<file path="src/rtl/mdu_pkg.sv">
// mdu_pkg: RV32M op codes, FSM states and shared constants.
// Imported by mdu_unit and mdu_divider.
package mdu_pkg;

  localparam logic [2:0] OP_MUL    = 3'd0;
  localparam logic [2:0] OP_MULH   = 3'd1;
  localparam logic [2:0] OP_MULHSU = 3'd2;
  localparam logic [2:0] OP_MULHU  = 3'd3;
  localparam logic [2:0] OP_DIV    = 3'd4;
  localparam logic [2:0] OP_DIVU   = 3'd5;
  localparam logic [2:0] OP_REM    = 3'd6;
  localparam logic [2:0] OP_REMU   = 3'd7;

  localparam int CNTW = 5;

  localparam logic [31:0] DIV0_Q = 32'hFFFF_FFFF;

  typedef enum logic [1:0] {
    S_IDLE,
    S_MUL,
    S_DIV,
    S_DONE
  } state_t;

  function automatic logic [31:0] mag(
    input logic [31:0] v,
    input logic        neg
  );
    return neg ? -v : v;
  endfunction

endpackage

</file>
<file path="src/rtl/mdu_divider.sv">
// mdu_divider: restoring shift-subtract divider on magnitudes,
// one quotient bit per step; q_nxt/r_nxt show the post-step values.
module mdu_divider
  import mdu_pkg::*;
#(
  parameter int XLEN = 32
) (
  input  logic            clk,
  input  logic            reset,
  input  logic            load,
  input  logic            step,
  input  logic [XLEN-1:0] dividend,
  input  logic [XLEN-1:0] divisor,
  output logic [XLEN-1:0] q_nxt,
  output logic [XLEN-1:0] r_nxt,
  output logic            last
);

  logic [XLEN-1:0] rem;
  logic [XLEN-1:0] quo;
  logic [XLEN-1:0] dvs;
  logic [CNTW-1:0] cnt;
  logic [XLEN:0]   sh;
  logic [XLEN:0]   df;

  always_comb begin
    sh    = {rem, quo[XLEN-1]};
    df    = sh - {1'b0, dvs};
    r_nxt = df[XLEN] ? sh[XLEN-1:0] : df[XLEN-1:0];
    q_nxt = {quo[XLEN-2:0], ~df[XLEN]};
    last  = (cnt == CNTW'(XLEN-1));
  end

  always_ff @(posedge clk) begin
    if (reset) begin
      rem <= '0;
      quo <= '0;
      dvs <= '0;
      cnt <= '0;
    end else if (load) begin
      rem <= '0;
      quo <= dividend;
      dvs <= divisor;
      cnt <= '0;
    end else if (step) begin
      rem <= r_nxt;
      quo <= q_nxt;
      cnt <= cnt + 1'b1;
    end
  end

endmodule

</file>
<file path="src/rtl/mdu_unit.sv">
// mdu_unit: iterative RV32M multiply/divide unit with registered outputs.
// Divider is built only when MDU_DIV_EN is defined.
module mdu_unit
  import mdu_pkg::*;
#(
  parameter int XLEN = 32
) (
  input  logic            clk,
  input  logic            reset,
  input  logic            start,
  input  logic [2:0]      op,
  input  logic [XLEN-1:0] rs1_val,
  input  logic [XLEN-1:0] rs2_val,
  input  logic [4:0]      rd,
  output logic            busy,
  output logic            we3,
  output logic [4:0]      a3,
  output logic [XLEN-1:0] wd3,
  output logic            illegal
);

  state_t state, state_n;

  logic              acc;
  logic              sa, sb;
  logic              a_neg, b_neg;
  logic [XLEN-1:0]   a_mag, b_mag;

  logic [2:0]        op_q;
  logic [4:0]        rd_q;
  logic              neg_q;
  logic [2*XLEN-1:0] prod;
  logic [2*XLEN-1:0] prod_n;
  logic [2*XLEN-1:0] prod_s;
  logic [XLEN-1:0]   mcand;
  logic [XLEN:0]     mul_sum;
  logic [XLEN-1:0]   mul_res;
  logic [CNTW-1:0]   mcnt;
  logic              mul_last;

  logic              we3_d;
  logic [4:0]        a3_d;
  logic [XLEN-1:0]   wd3_d;
  logic              ill_d;

  assign acc = start && (state == S_IDLE);

  always_comb begin
    sa = 1'b0;
    sb = 1'b0;
    unique case (op)
      OP_MULH, OP_DIV, OP_REM: begin
        sa = 1'b1;
        sb = 1'b1;
      end
      OP_MULHSU: sa = 1'b1;
      default: ;
    endcase
    a_neg = sa & rs1_val[XLEN-1];
    b_neg = sb & rs2_val[XLEN-1];
    a_mag = mag(rs1_val, a_neg);
    b_mag = mag(rs2_val, b_neg);
  end

  // Product's low half starts as the multiplier and shifts out LSB-first.
  always_comb begin
    mul_sum  = {1'b0, prod[2*XLEN-1:XLEN]}
             + (prod[0] ? {1'b0, mcand} : '0);
    prod_n   = {mul_sum, prod[XLEN-1:1]};
    prod_s   = neg_q ? -prod_n : prod_n;
    mul_res  = (op_q == OP_MUL) ? prod_s[XLEN-1:0]
                                : prod_s[2*XLEN-1:XLEN];
    mul_last = (mcnt == CNTW'(XLEN-1));
  end

`ifdef MDU_DIV_EN
  logic [XLEN-1:0] q_nxt, r_nxt, div_res;
  logic            dv_last;
  logic            rneg_q;

  mdu_divider #(.XLEN(XLEN)) u_div (
    .clk      (clk),
    .reset    (reset),
    .load     (acc && op[2]),
    .step     (state == S_DIV),
    .dividend (a_mag),
    .divisor  (b_mag),
    .q_nxt    (q_nxt),
    .r_nxt    (r_nxt),
    .last     (dv_last)
  );

  assign div_res = op_q[1] ? mag(r_nxt, rneg_q)
                           : mag(q_nxt, neg_q);

  always_ff @(posedge clk) begin
    if (reset)
      rneg_q <= 1'b0;
    else if (acc)
      rneg_q <= a_neg;
  end
`endif

  always_ff @(posedge clk) begin
    if (reset)
      state <= S_IDLE;
    else
      state <= state_n;
  end

  always_comb begin
    state_n = state;
    case (state)
      S_IDLE: begin
        if (start) begin
          if (!op[2])
            state_n = S_MUL;
`ifdef MDU_DIV_EN
          else if (rs2_val == '0)
            state_n = S_DONE;
          else
            state_n = S_DIV;
`endif
        end
      end
      S_MUL:  if (mul_last) state_n = S_DONE;
`ifdef MDU_DIV_EN
      S_DIV:  if (dv_last) state_n = S_DONE;
`endif
      S_DONE: state_n = S_IDLE;
      default: state_n = S_IDLE;
    endcase
  end

  // Next values of the registered outputs; they load on entry to DONE.
  always_comb begin
    we3_d = 1'b0;
    a3_d  = a3;
    wd3_d = wd3;
    ill_d = 1'b0;
    case (state)
      S_IDLE: begin
        if (start && op[2]) begin
`ifdef MDU_DIV_EN
          if (rs2_val == '0) begin
            we3_d = (rd != '0);
            a3_d  = rd;
            wd3_d = op[1] ? rs1_val : DIV0_Q;
          end
`else
          ill_d = 1'b1;
`endif
        end
      end
      S_MUL: begin
        if (mul_last) begin
          we3_d = (rd_q != '0);
          a3_d  = rd_q;
          wd3_d = mul_res;
        end
      end
`ifdef MDU_DIV_EN
      S_DIV: begin
        if (dv_last) begin
          we3_d = (rd_q != '0);
          a3_d  = rd_q;
          wd3_d = div_res;
        end
      end
`endif
      default: ;
    endcase
  end

  always_ff @(posedge clk) begin
    if (reset) begin
      busy    <= 1'b0;
      we3     <= 1'b0;
      a3      <= '0;
      wd3     <= '0;
      illegal <= 1'b0;
    end else begin
      busy    <= (state_n != S_IDLE);
      we3     <= we3_d;
      a3      <= a3_d;
      wd3     <= wd3_d;
      illegal <= ill_d;
    end
  end

  always_ff @(posedge clk) begin
    if (reset) begin
      op_q  <= '0;
      rd_q  <= '0;
      neg_q <= 1'b0;
      prod  <= '0;
      mcand <= '0;
      mcnt  <= '0;
    end else if (acc) begin
      op_q  <= op;
      rd_q  <= rd;
      neg_q <= a_neg ^ b_neg;
      prod  <= {{XLEN{1'b0}}, b_mag};
      mcand <= a_mag;
      mcnt  <= '0;
    end else if (state == S_MUL) begin
      prod  <= prod_n;
      mcnt  <= mcnt + 1'b1;
    end
  end

endmodule

</file>
<file path="config.mk">
export PLATFORM = sky130hd
export DESIGN_NAME = mdu_unit
export DESIGN_NICKNAME = d
export VERILOG_FILES = /design/src/rtl/mdu_pkg.sv /design/src/rtl/mdu_divider.sv /design/src/rtl/mdu_unit.sv
export SDC_FILE = /design/constraint.sdc
export NUM_CORES = 1
export LEC_CHECK = 0
export BUFFER_PORTS_ARGS = -buffer_cell sky130_fd_sc_hd__buf_4
export CAP_MARGIN = 20
export CORE_ASPECT_RATIO = 1.2
export CORE_MARGIN = 2
export CORE_UTILIZATION = 40
export DETAILED_ROUTE_END_ITERATION = 10
export PLACE_DENSITY = 0.71
export SETUP_SLACK_MARGIN = 0.1
export SLEW_MARGIN = 25
export SYNTH_ARGS = -nofsm -noshare
export SYNTH_HDL_FRONTEND = slang
export SYNTH_SLANG_ARGS = --single-unit
</file>
<file path="constraint.sdc">
create_clock -name clk -period 4.2 [get_ports clk]
set_clock_uncertainty 0.1 [all_clocks]
set_input_delay 0.63 -clock clk [delete_from_list [all_inputs] [get_ports clk]]
set_output_delay 0.63 -clock clk [all_outputs]
set_load 0.02 [all_outputs]
</file>
==> impl_results.md, run 1 <==
* Max Slew Vio Count at 0
* Crit start category: register
* Worst hold slack at 0.308 ns
* Antenna diode instance count at 0
* Area of the multi-input gates at ~8000 um^2
* DRC Markers at 0
* Period Utilization, post-route at 0.952
* Clk sink count at 152
* ANT nets after route at 0
* Min Tclk post-route at ~4.0 ns
* Max-Cap Viols at 0
* Met1 usage in global routing at 0.338
* Clk Latency, worst-skew pair at roughly 0.45 ns
* Yosys top cell by area: dfxtp_1
* Worst rel slew slack at 0.390
* Non-filler instance count after layout at 2040
* Mapped Area at about 11000 um^2
* Syn Inst Count at around 1600
* Post-synth EDFFs at 0
* Die ar. at roughly 30000 um^2
* Die Ht at roughly 190 um
* Status: finished, final reports clean
* Commonest cells post-synth: 230 x nand2_1, 158 x a21oi_1, 152 x dfxtp_1
* Post-synth top area share at 0.267
* First-pass GRT wire length at roughly 63000 um
* Tot GR Track Use at 0.268
* Wirelength per Cell at just under 20 um
* CTS buffer count at 17
* Nets@finish at around 1800
* FILL cells at ~2900
* RSZ-0062 raised after global routing: true
* H-tree levels at 4
* CP Class: reg2reg
* First-pass iteration count of the detailed router at 5
* Leak pwr at slightly above 5 nW
* Internal reg-to-reg setup slack at approximately 0.20 ns
* Maximum clock path buffer count at 2
* Final WL at around 40000 um
* Post-detail-place hpwl at 30600 um
* Yosys Warn Count at 0
* Pin count of the biggest net entering global routing at 66
* Hold WC Path Type: in2reg
* Asr flop ratio synth at 0
* Worst Path Arrival at 4.23 ns
* Worst endpoint required time at roughly 4.4 ns
* Worst reg2reg endpoint: wd3[30]
* Syn_area_per_cell at 7.32 um^2
* I/O pins at approximately 120
* Post-DR vias/cell at around 5.9
* 1st-iter DRT viols at ~900
* Netlist cell types at 91
* Grt peak-use layer: met2
* Top-count cell post-synth: nand2_1
* Worst VDD drop at about 0.23 mV
* Layout Area Growth over Synthesis at 18.3%
* Total global routing overflow at 0
* Ranking of synthesized cells by area: dfxtp_1 27%, nand2_1 7.6%, a21oi_1 6.9%, nor2_1 4.5%, xnor2_1 4.1%
* Clock-pin slew on the worst setup and hold paths at ~0.060 ns
* DP Cell Count at between 2000 and 2500
* Final setup violation count at 0
* Worst setup EP type: register
* RR Startpoint: prod[0]
* GR Util met3 at 0.0391
* Fraction of layout cells with a size suffix above 1 at 0.171
* Port Buffers at about 110
* Crit path to: wd3[30]
* Synthesized flop and latch total at roughly 150
* Sequential cell area fraction in the yosys report at 0.267
* Cell Pwr Density at roughly 290 nW/um^2
* Routing usage on met2 at 0.452
* Die Wd at between 150 and 200 um
* F_max at between 0.2 and 0.3 GHz
* CTS tree: done
* GP Congestion at 0.957
* Worst Tran Pin Value at around 0.91 ns
* Number of global-route vias before repair at about 11000
* Root Driver: clkbuf_16
* Initial Util at 0.408
* Final Hold Vio Count at 0
* Core area at roughly 28000 um^2
* Total Power at between 3 and 4 mW
* Max Fanout on Critical Path at 23
* Depth of the most critical reg-to-reg path at 15
* Initial antenna violation count at 0
* Net Count, Synth at between 1500 and 2000
* Final TNS setup at 0 ns
* Cell Rows at 67
* Primary FF master, synth: dfxtp_1
* Via count at 12100
* Crit path from: prod[0]
* Register Area at 3040 um^2
-- critical path, cell delays in order (launching register included) --
cell and delay (ns):
dfxtp_2 0.34, buf_12 0.15, and2_1 0.17, ha_1 0.34, o211a_1 0.24, a21boi_2 0.18
buf_4 0.16, o21ai_1 0.37, a211oi_1 0.14, nor3_1 0.41, xor2_1 0.32, nand3_1 0.16
buf_4 0.17, or4_1 0.49, nand3_1 0.09, o21ai_1 0.06
-- report_power, final --
part           leakage, nW  switching (mW)  total [mW]  internal (mW)
sequential            1.24          0.0793        1.59           1.51
clock                0.262           0.689        1.48          0.786
combinational         3.68           0.545       0.899          0.353
-- cell type report --
class,count,area share
clock buffer,19,0.0328
clock inverter,13,0.00853
inverter,51,0.0142
multi-input combinational,1248,0.584
sequential,152,0.225
tap,379,0.0351
timing repair buffer,178,0.0999
-- metal layers --
metal,routed length [um],part of all wire
met5,0,0
met4,1870,0.047
met3,2050,0.052
met2,19100,0.48
met1,16800,0.42
-- layout by cell type, fill, tap and decap left out, types with 8 or more instances in the layout --
cell type,synthesis,final
dfxtp_1,152,151
or3_1,22,22
xnor2_1,54,54
o31ai_1,19,19
nor2_1,138,136
ha_1,37,32
o211ai_1,15,15
a21oi_1,158,153
clkbuf_16,0,17
nand2_1,230,229
nand3_1,22,22
o41ai_1,8,8
and2_1,42,41
inv_1,51,51
nor3_1,53,50
nor4_1,19,18
xor2_1,50,50
nand2b_1,10,9
o21ai_1,13,14
or2_2,9,9
o21ai_0,62,58
or4_1,11,11
buf_4,1,177
a311oi_1,10,8
o221ai_1,22,22
a31oi_1,13,13
a211oi_1,53,50
nand4_1,18,18
-- worst min-delay path by stage --
stage                         start  cells past startpoint  slack, ns         to
final                         op[2]                      2       0.31   state[0]
after global routing          op[2]                      2       0.31   state[0]
after CTS                     op[2]                      2       0.30   state[0]
after detailed placement    wd3[21]                      2       0.35    wd3[21]
after global placement      wd3[21]                      2       0.34    wd3[21]
after floorplan           mcand[16]                      2       0.33  mcand[16]
-- repair_timing --
action                                  4_1_cts  5_1_grt
cloned                                        0        0
gates resized for setup                       1       37
endpoints found under the setup margin        2       15
pin swaps                                     0        9
setup buffers                                 0        2
hold buffers                                  0        0
-- registers in the layout (all words and copies together), names as in the netlist --
register,count
op_q,3
neg_q,1
rd_q,5
prod,64
we3,1
illegal,1
busy,1
a3,5
wd3,32
mcnt,5
mcand,32
state,2
-- cells by family after synthesis --
kind of cell	share of synthesized area
simple gates	0.263
xor+xnor	0.0798
mux	0.00537
fa+ha+maj	0.0423
compound gates	0.287
flops	0.267
buf+inv	0.0556
-- through the flow --
step / worst slack, ns / area, um^2 / utilization
2_1_floorplan: 0.263 / 11400 / -
3_3_place_gp: 0.122 / 12800 / 0.457
3_5_place_dp: 0.0367 / 12800 / 0.457
4_1_cts: 0.109 / 13300 / 0.477
5_1_grt: 0.0407 / 13500 / 0.482
6_report: 0.201 / 13500 / 0.482
Power figures use the tool's default switching activity.
==> run 2: changes to the inputs <==
- BUFFER_PORTS_ARGS: -buffer_cell sky130_fd_sc_hd__buf_4 -> -buffer_cell sky130_fd_sc_hd__buf_2
==> impl_results.md, run 2 (synthesized netlist as in run 1, its figures left out) <==
* Routing usage on met2 at 0.440 (-0.0117)
* GP Congestion at 0.977 (+2.1%)
* Final setup violation count at 0 (unchanged)
* Commonest non-fill, non-tap cell in the layout: nand2_1
* Tot GR Track Use at 0.261 (-0.00724)
* Worst setup EP type: register
* Total global routing overflow at 0 (unchanged)
* Design Area, Final at 13300 um^2 (-1.5%)
* Clk Latency, worst-skew pair at 0.45 ns (about the same)
* Critical path's largest stage delay at 0.50 ns (about the same)
* Regs by FF count: prod x64, mcand x32, wd3 x32
* Cell Pwr Density at 307 nW/um^2 (+4.5%)
* Layout Area Growth over Synthesis at 16.5%
* Worst Hold Path EP: wd3[21]
* Worst reg2reg endpoint: wd3[30]
* Grt peak-use layer: met2
* FILL cells at 2882 (+0.66%)
* Wirelength per Cell at 19.3 um (-1.3%)
* Initial antenna violation count at 0 (unchanged)
* Register Area at 3040 um^2 (about the same)
* H-tree levels at 4 (unchanged)
* Root Driver: clkbuf_16
* Antenna diode instance count at 0 (unchanged)
* Crit path from: prod[0]
* Post-DR vias/cell at 5.90 (-0.75%)
* Number of global-route vias before repair at 11200 (-1.1%)
* Most frequent cells in the layout: 230 x nand2_1, 157 x a21oi_1, 152 x dfxtp_1
* Status: finished, final reports clean
* Fraction of layout cells with a size suffix above 1 at 0.169 (-0.00161)
* Crit path cell chain: buf_12 > and2_1 > ha_1 > buf_4 > nand2_1 > o21ai_1 > and3_1 > a2111o_1 > a211oi_1 > a2111oi_2 > nand3_1 > buf_4 > or4_1 > nand3_1 > o21ai_1
* Worst VDD drop at 0.270 mV (+17%)
* Clock-pin slew on the worst setup and hold paths at 0.07 ns (about the same)
* 1st-iter DRT viols at 926 (+2.4%)
* Leak pwr at 5.21 nW (+0.51%)
* Pin count of the biggest net entering global routing at 79 (+20%)
* GR Util met3 at 0.0382 (-0.000916)
* RR Startpoint: prod[0]
* CTS tree: done
* First-pass iteration count of the detailed router at 6 (+1)
* Max Slew Vio Count at 0 (unchanged)
* ANT nets after route at 0 (unchanged)
* Die ar. at 29900 um^2 (unchanged)
* Post-detail-place hpwl at 30300 um (-1.2%)
* I/O pins at 115 (unchanged)
* Clk sink count at 152 (unchanged)
* DP Cell Count at 2006 (unchanged)
* Cell Rows at 67 (unchanged)
* Met1 usage in global routing at 0.326 (-0.0125)
* Dpl cell area at 12500 um^2 (-2.2%)
* Final Util at 0.475 (-0.00737)
* Initial Util at 0.408 (unchanged)
* Port Buffers at 114 (unchanged)
* Worst Path Arrival at 4.15 ns (-0.08 ns)
* Nets@finish at 1765 (+0.23%)
* Crit start category: register
* Worst endpoint required time at 4.43 ns (about the same)
* Die Ht at 189 um (unchanged)
* Internal reg-to-reg setup slack at 0.28 ns (+0.08 ns)
* F_max at 0.255 GHz (+2.0%)
* Die Wd at 158 um (unchanged)
* CP Class: reg2reg
* Non-filler instance count after layout at 2044 (+0.20%)
* Max-Cap Viols at 0 (unchanged)
* Max FFs per register at 64 (unchanged)
* Area of the multi-input gates at 7890 um^2 (about the same)
* CTS buffer count at 17 (unchanged)
* Via count at 12100 (-0.55%)
* Final WL at 39400 um (-1.1%)
* Hold WC Path Type: reg2reg
* Depth of the most critical reg-to-reg path at 15 (unchanged)
* Final Hold Vio Count at 0 (unchanged)
* Maximum clock path buffer count at 2 (unchanged)
* Total Power at 4.08 mW (+2.9%)
* Period Utilization, post-route at 0.934 (-0.0185)
* Min Tclk post-route at 3.92 ns (-0.0779 ns)
* Biggest register: prod
* DRC Markers at 0 (unchanged)
* Core area at 28000 um^2 (unchanged)
* Worst rel slew slack at 0.393 (+0.00305)
* Worst hold start: wd3[21]
* Worst Tran Pin Value at 0.908 ns (-0.00677 ns)
* Max Fanout on Critical Path at 32 (+39%)
* Final TNS setup at 0 ns (unchanged)
* CP max-delay cell: or4_1
* Hold path cells at 2 (unchanged)
* RSZ-0062 raised after global routing: true
* First-pass GRT wire length at 61300 um (-2.1%)
## run 2: metal layers
layer,wire length (um),vias up,part of all wire
met1,16400,5682,0.42
met2,19100,402,0.48
met5,0,-,0
met3,2200,88,0.056
met4,1650,0,0.042
li1,-,5894,-
## run 2: cell type report
type	instances	area share
clock buffers	18	0.0330
clock inverters	14	0.0122
inverters	51	0.0144
multi-input cells	1248	0.593
flip-flops and latches	152	0.229
well taps	379	0.0357
repair buffers	182	0.0824
## run 2: metrics by stage
stage	hold slack, ns	setup WS, ns
6_report	0.344	0.279
5_1_grt	0.338	0.0885
4_1_cts	0.325	0.127
3_5_place_dp	0.344	0.128
3_3_place_gp	0.340	0.138
2_1_floorplan	0.327	0.263
## run 2: timing repair
item / 4_1_cts / 5_1_grt
setup endpoints to repair: 0 / 15
buffers inserted: 0 / 6
hold buffers: 0 / 0
gates resized for setup: 0 / 27
## run 2: worst max-delay path: cells and delay by family (launching register included)
kind | cells | cell delay [ns]
AOI/OAI and AO/OA | 5 | 1.15
buffers and inverters | 3 | 0.51
DFF | 1 | 0.33
adders and majority gates | 1 | 0.36
and+or+nand+nor | 6 | 1.34
## run 2: worst max-delay path by stage
stage | endpoint | slack [ns] | cells after the start
floorplan | wd3[17] | 0.26 | 15
global placement | wd3[30] | 0.14 | 14
detailed placement | wd3[31] | 0.13 | 13
CTS | wd3[31] | 0.13 | 13
global route | wd3[30] | 0.09 | 14
finish | wd3[30] | 0.28 | 15
## run 2: power by group
group	switching, mW	internal, mW
clock network	0.704	0.908
registers	0.0827	1.51
logic	0.540	0.332
total	1.33	2.75
==> run 3: changes to the inputs <==
- CTS_BUF_LIST: not set -> sky130_fd_sc_hd__clkbuf_16
==> impl_results.md, run 3 (synthesized netlist as in run 1, its figures left out) <==
* Worst VDD drop at 0.268 mV (-0.74%)
* ANT nets after route at 0 (unchanged)
* Max Fanout on Critical Path at 32 (unchanged)
* Worst rel slew slack at 0.391 (-0.00242)
* Status: finished, final reports clean
* Fraction of layout cells with a size suffix above 1 at 0.169 (-0.000601)
* GP Congestion at 0.977 (unchanged)
* Nets@finish at 1765 (unchanged)
* Root Driver: clkbuf_16
* First-pass iteration count of the detailed router at 7 (+1)
* CP Class: reg2reg
* Worst endpoint required time at 4.43 ns (about the same)
* Die Ht at 189 um (unchanged)
* Pin count of the biggest net entering global routing at 79 (unchanged)
* Final setup violation count at 0 (unchanged)
* DRC Markers at 0 (unchanged)
* Cell Pwr Density at 305 nW/um^2 (-0.44%)
* Period Utilization, post-route at 0.932 (-0.00142)
* Commonest non-fill, non-tap cell in the layout: nand2_1
* I/O pins at 115 (unchanged)
* Total global routing overflow at 0 (unchanged)
* Cell Rows at 67 (unchanged)
* Crit start category: register
* Layout Area Growth over Synthesis at 16.4% (about the same)
* Wirelength per Cell at 19.3 um (+0.11%)
* Clock-pin slew on the worst setup and hold paths at 0.07 ns (about the same)
* Regs by FF count: prod x64, mcand x32, wd3 x32
* Post-DR vias/cell at 5.93 (+0.39%)
* DP Cell Count at 2006 (unchanged)
* Final TNS setup at 0 ns (unchanged)
* Via count at 12100 (+0.39%)
* Worst setup EP type: register
* Dpl cell area at 12500 um^2 (unchanged)
* Final Hold Vio Count at 0 (unchanged)
* First-pass GRT wire length at 61300 um (about the same)
* Clk sink count at 152 (unchanged)
* Leak pwr at 5.21 nW (-0.11%)
* Worst Path Arrival at 4.14 ns (about the same)
* Number of global-route vias before repair at 11200 (-0.053%)
* Core area at 28000 um^2 (unchanged)
* Max-Cap Viols at 0 (unchanged)
* Clk Latency, worst-skew pair at 0.45 ns (about the same)
* Port Buffers at 114 (unchanged)
* Most frequent cells in the layout: 230 x nand2_1, 157 x a21oi_1, 152 x dfxtp_1
* Die ar. at 29900 um^2 (unchanged)
* Antenna diode instance count at 0 (unchanged)
* Die Wd at 158 um (unchanged)
* Max Slew Vio Count at 0 (unchanged)
* Min Tclk post-route at 3.92 ns (-0.00598 ns)
* CTS buffer count at 17 (unchanged)
* Hold WC Path Type: reg2reg
* Final WL at 39400 um (+0.11%)
* F_max at 0.255 GHz (+0.15%)
* Design Area, Final at 13300 um^2 (about the same)
* Worst Tran Pin Value at 0.914 ns (+0.00582 ns)
* Non-filler instance count after layout at 2044 (unchanged)
* RSZ-0062 raised after global routing: true
* Initial antenna violation count at 0 (unchanged)
* Biggest register: prod
* H-tree levels at 4 (unchanged)
* Max FFs per register at 64 (unchanged)
* Post-CTS Hold Buffers at 0 (unchanged)
* Maximum clock path buffer count at 2 (unchanged)
* Post-detail-place hpwl at 30300 um (unchanged)
* Initial Util at 0.408 (unchanged)
* 1st-iter DRT viols at 882 (-4.8%)
* Tot GR Track Use at 0.261 (about the same)
* CTS tree: done
run 3: metrics by stage:
stage	utilization	total power [mW]	hold WS, ns	worst slack, ns
after global placement	0.447	2.46	0.340	0.138
after global routing	0.474	4.21	0.339	0.0885
final	0.474	4.06	0.344	0.285
after detailed placement	0.447	2.47	0.344	0.128
after CTS	0.468	4.05	0.325	0.127
after floorplan	-	2.20	0.327	0.263
run 3: worst paths after layout:
check	startpoint	endpoint	slack, ns	cells past startpoint
min reg2reg	wd3[21]	wd3[21]	0.34	2
min	wd3[21]	wd3[21]	0.34	2
max	prod[0]	wd3[30]	0.28	15
max reg2reg	prod[0]	wd3[30]	0.28	15
run 3: cell type report:
class	instances	area, um^2
Inverter	51	191
Fill cell	2883	14700
Timing Repair Buffer	182	1100
Sequential cell	152	3040
Tap cell	379	474
Clock buffer	17	425
Multi-Input combinational cell	1248	7890
Clock inverter	15	166
run 3: repair_timing:
| action | 4_1_cts | 5_1_grt |
|---|---|---|
| gates resized for setup | 0 | 27 |
| setup buffers | 0 | 6 |
| setup endpoints to repair | 0 | 15 |
run 3: power by group:
part           internal, mW  switching, mW
logic                 0.332          0.541
clock network         0.889          0.701
registers              1.51         0.0825
total                  2.73           1.32
run 3: routing by layer:
| metal | track usage | wire, um | up-vias | share of wire |
|---|---|---|---|---|
| met5 | 0 | 0 | - | 0 |
| met4 | 0.121 | 1660 | 0 | 0.042 |
| met3 | 0.0382 | 2130 | 89 | 0.054 |
| met2 | 0.439 | 19100 | 423 | 0.48 |
| met1 | 0.326 | 16500 | 5707 | 0.42 |
| li1 | - | - | 5894 | - |
run 3: worst max-delay path: stages, from the launching register on:
cell	delay, ns
dfxtp_1	0.33
buf_12	0.16
and2_1	0.21
ha_1	0.36
buf_4	0.18
nand2_1	0.13
o21ai_1	0.47
and3_1	0.25
a2111o_1	0.10
a211oi_1	0.08
a2111oi_2	0.44
nand3_1	0.16
buf_4	0.17
or4_1	0.50
nand3_1	0.09
o21ai_1	0.06
